`src/rtl/booth_mult_seq_if.sv`:
```
// Start/operand/result bundle between the multdiv control and the Booth multiplier.
//   master: ctrl_MULT, data_operandA, data_operandB (out); data_result,
//           data_exception, data_resultRDY, busy (in)
//   slave : the mirror image, used by booth_mult_seq
interface booth_mult_seq_if #(
    parameter int unsigned WIDTH = 32
);
    logic             ctrl_MULT;
    logic [WIDTH-1:0] data_operandA;
    logic [WIDTH-1:0] data_operandB;
    logic [WIDTH-1:0] data_result;
    logic             data_exception;
    logic             data_resultRDY;
    logic             busy;

    modport master (
        output ctrl_MULT, data_operandA, data_operandB,
        input  data_result, data_exception, data_resultRDY, busy
    );

    modport slave (
        input  ctrl_MULT, data_operandA, data_operandB,
        output data_result, data_exception, data_resultRDY, busy
    );
endinterface

```
`src/rtl/booth_mult_seq.sv`:
```
// Sequential radix-2 Booth multiplier, one Booth step per clock.
//   clk        : rising-edge clock
//   ctrl_reset : asynchronous active-high reset
//   bus        : slave side of booth_mult_seq_if
//                ctrl_MULT starts (or restarts) an operation, operands sampled same edge
//                data_result/data_exception registered, held until the next completion
//                data_resultRDY one-cycle pulse in DONE, busy high in RUN
module booth_mult_seq #(
    parameter int unsigned WIDTH = 32
) (
    input  logic         clk,
    input  logic         ctrl_reset,
    booth_mult_seq_if.slave bus
);
    localparam int unsigned HW = WIDTH + 1;          // high half incl. guard bit
    localparam int unsigned PW = 2 * WIDTH + 2;      // guard + hi + B + Booth bit
    localparam int unsigned CW = (WIDTH > 1) ? $clog2(WIDTH) : 1;

    typedef enum logic [1:0] {
        IDLE = 2'd0,
        RUN  = 2'd1,
        DONE = 2'd2
    } state_t;

    state_t           state;
    logic [HW-1:0]    m;
    logic [PW-1:0]    p;
    logic [CW-1:0]    count;
    logic [WIDTH-1:0] result;
    logic             exc;

    logic [HW-1:0]    hi;
    logic [HW-1:0]    hi_sum;
    logic [PW-1:0]    p_step;
    logic             step_exc;

    // One Booth step: add/sub multiplicand into the high half, then arithmetic shift.
    always_comb begin
        hi = p[PW-1:WIDTH+1];
        case (p[1:0])
            2'b01:   hi_sum = hi + m;
            2'b10:   hi_sum = hi - m;
            default: hi_sum = hi;
        endcase
        p_step   = {hi_sum[HW-1], hi_sum, p[WIDTH:1]};
        // Product fits iff everything above the result's sign bit replicates it.
        step_exc = (p_step[PW-1:WIDTH+1] != {HW{p_step[WIDTH]}});
    end

    // Control, datapath and result registers.
    always_ff @(posedge clk or posedge ctrl_reset) begin
        if (ctrl_reset) begin
            state  <= IDLE;
            m      <= '0;
            p      <= '0;
            count  <= '0;
            result <= '0;
            exc    <= 1'b0;
        end else if (bus.ctrl_MULT) begin
            // Start wins in every state; an in-flight operation is silently dropped.
            m     <= {bus.data_operandA[WIDTH-1], bus.data_operandA};
            p     <= {HW'(0), bus.data_operandB, 1'b0};
            count <= '0;
            state <= RUN;
        end else begin
            case (state)
                RUN: begin
                    p     <= p_step;
                    count <= count + CW'(1);
                    if (count == CW'(WIDTH - 1)) begin
                        state  <= DONE;
                        result <= p_step[WIDTH:1];
                        exc    <= step_exc;
                    end
                end
                DONE:    state <= IDLE;
                default: state <= IDLE;
            endcase
        end
    end

    assign bus.data_result    = result;
    assign bus.data_exception = exc;
    assign bus.data_resultRDY = (state == DONE);
    assign bus.busy           = (state == RUN);

endmodule

```
`src/flat_wrapper.sv`:
```
// flat-port wrapper written by rule: the top's interface ports become plain ports
module booth_mult_seq_flat 
#(
    parameter int unsigned WIDTH = 32
)
  (clk, ctrl_reset, bus_ctrl_MULT, bus_data_operandA, bus_data_operandB, bus_data_result, bus_data_exception, bus_data_resultRDY, bus_busy);
  booth_mult_seq_if #(.WIDTH(WIDTH)) bus_i ();
  input  logic clk;
  input  logic ctrl_reset;
  input wire logic [$bits(bus_i.ctrl_MULT)-1:0] bus_ctrl_MULT;
  input wire logic [$bits(bus_i.data_operandA)-1:0] bus_data_operandA;
  input wire logic [$bits(bus_i.data_operandB)-1:0] bus_data_operandB;
  output wire logic [$bits(bus_i.data_result)-1:0] bus_data_result;
  output wire logic [$bits(bus_i.data_exception)-1:0] bus_data_exception;
  output wire logic [$bits(bus_i.data_resultRDY)-1:0] bus_data_resultRDY;
  output wire logic [$bits(bus_i.busy)-1:0] bus_busy;
  assign bus_i.ctrl_MULT = bus_ctrl_MULT;
  assign bus_i.data_operandA = bus_data_operandA;
  assign bus_i.data_operandB = bus_data_operandB;
  assign bus_data_result = bus_i.data_result;
  assign bus_data_exception = bus_i.data_exception;
  assign bus_data_resultRDY = bus_i.data_resultRDY;
  assign bus_busy = bus_i.busy;
  booth_mult_seq #(.WIDTH(WIDTH)) u_core (.clk(clk), .ctrl_reset(ctrl_reset), .bus(bus_i));
endmodule
```
`config.mk`:
```
export PLATFORM = sky130hd
export DESIGN_NAME = booth_mult_seq_flat
export DESIGN_NICKNAME = d
export VERILOG_FILES = /design/src/rtl/booth_mult_seq_if.sv /design/src/rtl/booth_mult_seq.sv /design/src/flat_wrapper.sv
export SDC_FILE = /design/constraint.sdc
export NUM_CORES = 1
export LEC_CHECK = 0
export ABC_CLOCK_PERIOD_IN_PS = 11900
export BUFFER_PORTS_ARGS = -buffer_cell sky130_fd_sc_hd__buf_2
export CELL_PAD_IN_SITES_DETAIL_PLACEMENT = 1
export CELL_PAD_IN_SITES_GLOBAL_PLACEMENT = 1
export CORE_ASPECT_RATIO = 1.2
export CORE_MARGIN = 1
export CORE_UTILIZATION = 30
export CTS_CLUSTER_DIAMETER = 50
export DETAILED_ROUTE_END_ITERATION = 12
export GPL_ROUTABILITY_DRIVEN = 0
export PLACE_DENSITY_LB_ADDON = 0.1
export SYNTH_ARGS = -nofsm -noshare
export SYNTH_HDL_FRONTEND = slang
export SYNTH_SLANG_ARGS = --single-unit
```
`constraint.sdc`:
```
create_clock -name clk -period 11.9 [get_ports clk]
set_input_delay 1.19 -clock clk [delete_from_list [all_inputs] [get_ports clk]]
set_output_delay 1.19 -clock clk [all_outputs]
set_load 0.02 [all_outputs]
```
==> metrics.md <==
| Metric | Value |
|---|---|
| Fmax | `185 MHz` |
| Period utilisation layout | `0.455` |
| Post-cts resize count | `0` |
| Setup TNS | `0 ns` |
| Avg Vias per Cell | `4.98` |
| Sw frac | `0.381` |
| Final Slew Violations | `0` |
| Register area share after synthesis | `0.402` |
| Top_reg_cell synth | `dfrtp_1` |
| Remaining Overflow, GRT | `0` |
| Mean Syn Cell Area | `9.32 µm²` |
| Syn Nets | `1020` |
| Hold_buf cts | `0` |
| Critical path type | `reg2reg` |
| DP Wirelength | `18400 µm` |
| Starting density of the core | `0.306` |
| Fin nets | `1096` |
| Post-synthesis compound-gate area fraction | `0.158` |
| Via count | `6905` |
| Synth-to-Final Area Change | `18.1%` |
| Synthesized flop and latch total | `137` |
| TritonCTS clock tree | `built` |
| Top cells by area, synth | `dfrtp_1, mux2_2, ha_1, mux2i_1, xnor2_1` |
| Die height | `187 µm` |
| Initial antenna violation count | `5` |
| Setup Fix Bufs, Post-CTS | `0` |
| Final min period | `5.42 ns` |
| Required time of the critical path | `12.26 ns` |
| Post-layout instance area | `0.0101 mm²` |
| Wirelength, routed | `25300 µm` |
| Post-synth EDFFs | `0` |
| Sequential share of power | `0.296` |
| Die ar. | `0.0291 mm²` |
| Internal power | `1250 µW` |
| Fillers | `3201` |
| Placed Cells | `1352` |
| Clk_lat worst skew | `0.43 ns` |
| Iter 0 DRT Violations | `216` |
| Count leader, synth | `dfrtp_1` |
| Maxcap violations | `0` |
| NetSw | `768 µW` |
| Routed Antenna Nets | `0` |
| Final hold slack | `0.503 ns` |
| CTS max path bufs | `2` |
| Synth Warn # | `0` |
| CP startpoint kind | `flop` |
| Clock transition at the registers of the reported paths | `0.07 ns` |
| Detailed-route DRC error count | `0` |
| Top-area cell type share of the netlist area | `0.402` |
| Tot GR Track Use | `0.185` |
| First-pass GRT wire length | `42000 µm` |
| Placed cell areas | `0.00939 mm²` |
| Synth Area in Simple Gates | `0.155` |
| Worst Setup End Kind | `flop` |
| Post-synthesis mux area share | `0.136` |
| Footprint of the multi-input gates | `0.00486 mm²` |
| Horiz. Die Dim | `156 µm` |
| LEAKAGE | `0.00479 µW` |
| Post-synth top cells | `dfrtp_1, nand2_1, nor2_1` |
| Peak supply drop | `0.0935 mV` |
| Pre-CTS setup slack | `6.38 ns` |
| Unique masters post-synth | `62` |
| Row cnt | `67` |
| Num CTS Buffers | `17` |
| Clk Tree Root Cell | `clkbuf_16` |
| RSZ-0062 raised after global routing | `false` |
| Largest net degree at the start of global routing | `82` |
| Clock power share | `0.311` |
| Pwr Density | `200 mW/mm²` |
| Cell area after synthesis | `0.00854 mm²` |
| DRT Pass-1 Iters | `4` |
| Asr flop ratio synth | `1.00` |
| Layout cell share with drive strength beyond 1 | `0.214` |
| Final setup fails | `0` |
| Hold WC Path Type | `reg2reg` |
| Synth Area in XOR/XNOR | `0.0636` |
| Status | `completed` |
| Register area | `0.00343 mm²` |
| # H-tree levels | `4` |
| Via count of the first global-routing pass | `7511` |
| Fin. Hold Viols | `0` |
| Combinational power share | `0.392` |
| Slew Limit Headroom | `0.396` |
| Cells after Synth | `916` |
| Most area-hungry cell type in the Yosys netlist | `dfrtp_1` |
| Clock sinks | `137` |
| Ports | `102` |
| Avg WL per Cell | `18.2 µm` |
| Largest family of logic cells by synthesized area | `compound AO/OA/AOI/OAI gates` |
| Adder-Cell Fraction of Synth Area | `0.0551` |
| Non-filler cells, final | `1387` |
| Final setup skew | `0.0124 ns` |
| PortBufs | `101` |
| CP arrival | `5.78 ns` |
| Core Box Area | `0.0279 mm²` |
| Slew @ Worst Pin | `0.906 ns` |
| Setup slack after layout | `6.48 ns` |
| Max FO, Critical Path | `7` |
per-stage QoR:
step                      total power (µW)  utilization
final                                 2010        0.361
after CTS                             2040        0.361
after global placement                1400        0.336
after detailed placement              1400        0.336
after floorplan                       1180            -
after global routing                  2160        0.361
power by group through the flow:
| stage | sequential [µW] | combinational, µW | clock (µW) |
|---|---|---|---|
| floorplan | 579 | 600 | 0 |
| global placement | 606 | 792 | 0 |
| detailed placement | 605 | 793 | 0 |
| CTS | 598 | 797 | 643 |
| global route | 608 | 890 | 663 |
| finish | 596 | 790 | 627 |
worst paths after layout:
path | startpoint | endpoint | slack [ns] | cells after the start
worst max-delay path | u_core.m[6] | u_core.bus.data_exception | 6.48 | 19
worst min-delay path | u_core.bus.data_result[2] | u_core.bus.data_result[2] | 0.50 | 1
worst max register to register | u_core.m[6] | u_core.bus.data_exception | 6.48 | 19
worst min register to register | u_core.bus.data_result[2] | u_core.bus.data_result[2] | 0.50 | 1
max in group asynchronous | ctrl_reset | u_core.p[2] | 9.70 | 3
min in group asynchronous | ctrl_reset | u_core.bus.data_result[26] | 0.90 | 2
worst max-delay path, stage by stage, from the launching register on:
cell and delay [ns]:
dfrtp_1 0.43, or4_4 0.57, or3_4 0.36, nor4_4 0.34, and3_2 0.31, nand2_1 0.05, o21ai_0 0.39, o21ai_0 0.20
xnor2_1 0.16, ha_1 0.40, nand2_1 0.10, nor3_1 0.39, nand2_1 0.09, o311ai_0 0.53, xnor2_1 0.24, o21a_1 0.16
nor2_1 0.04, and4_1 0.18, mux2_4 0.27, a31oi_4 0.14
sequential cells by signal, summed over array words and instances (netlist names):
name / flops
u_core.m: 32
u_core.bus.data_result: 32
u_core.state: 2
u_core.bus.data_exception: 1
u_core.p: 65
u_core.count: 5
final cells by class:
class / instances / area share
Multi-Input combinational cell: 711 / 0.482
Sequential cell: 137 / 0.340
Timing Repair Buffer: 108 / 0.0556
Tap cell: 379 / 0.0470
Clock buffer: 18 / 0.0436
Clock inverter: 13 / 0.0237
Inverter: 17 / 0.00695
Antenna cell: 4 / 0.000993
logic make-up after synthesis:
logic type,count (synthesis)
AO/OA/AOI/OAI,221
XOR/XNOR,62
adder cells (fa/ha/maj),37
buffers and inverters,68
flip-flops,137
multiplexers,108
AND/OR/NAND/NOR,283
placed cells by master, fill, tap and decap left out, types with 3 or more instances in the layout:
master       n
a2111oi_0    3
a211oi_1    25
a21o_1      13
a21oi_1     67
a31oi_1      3
and2_1       7
and3_1       4
and4_1       3
buf_2      100
buf_4        8
bufinv_16    6
clkbuf_16   17
dfrtp_1    137
diode_2      4
ha_1        36
inv_1       14
inv_6        4
mux2_2      62
mux2i_1     45
nand2_1     98
nand2b_1     5
nand3_1     15
nand4_1      8
nor2_1      85
nor2b_1      7
nor3_1      26
nor4_1       6
o211ai_1     4
o21a_1       9
o21ai_0     73
o21bai_1     3
xnor2_1     45
xor2_1      17
layer usage:
layer,vias to the layer above,track usage,share of wire
li1,3428,-,-
met1,3355,0.242,0.47
met2,92,0.303,0.47
met3,26,0.0427,0.040
met4,4,0.0547,0.016
met5,-,0,0.00099
Note: power is estimated with default switching activity, not from simulation.
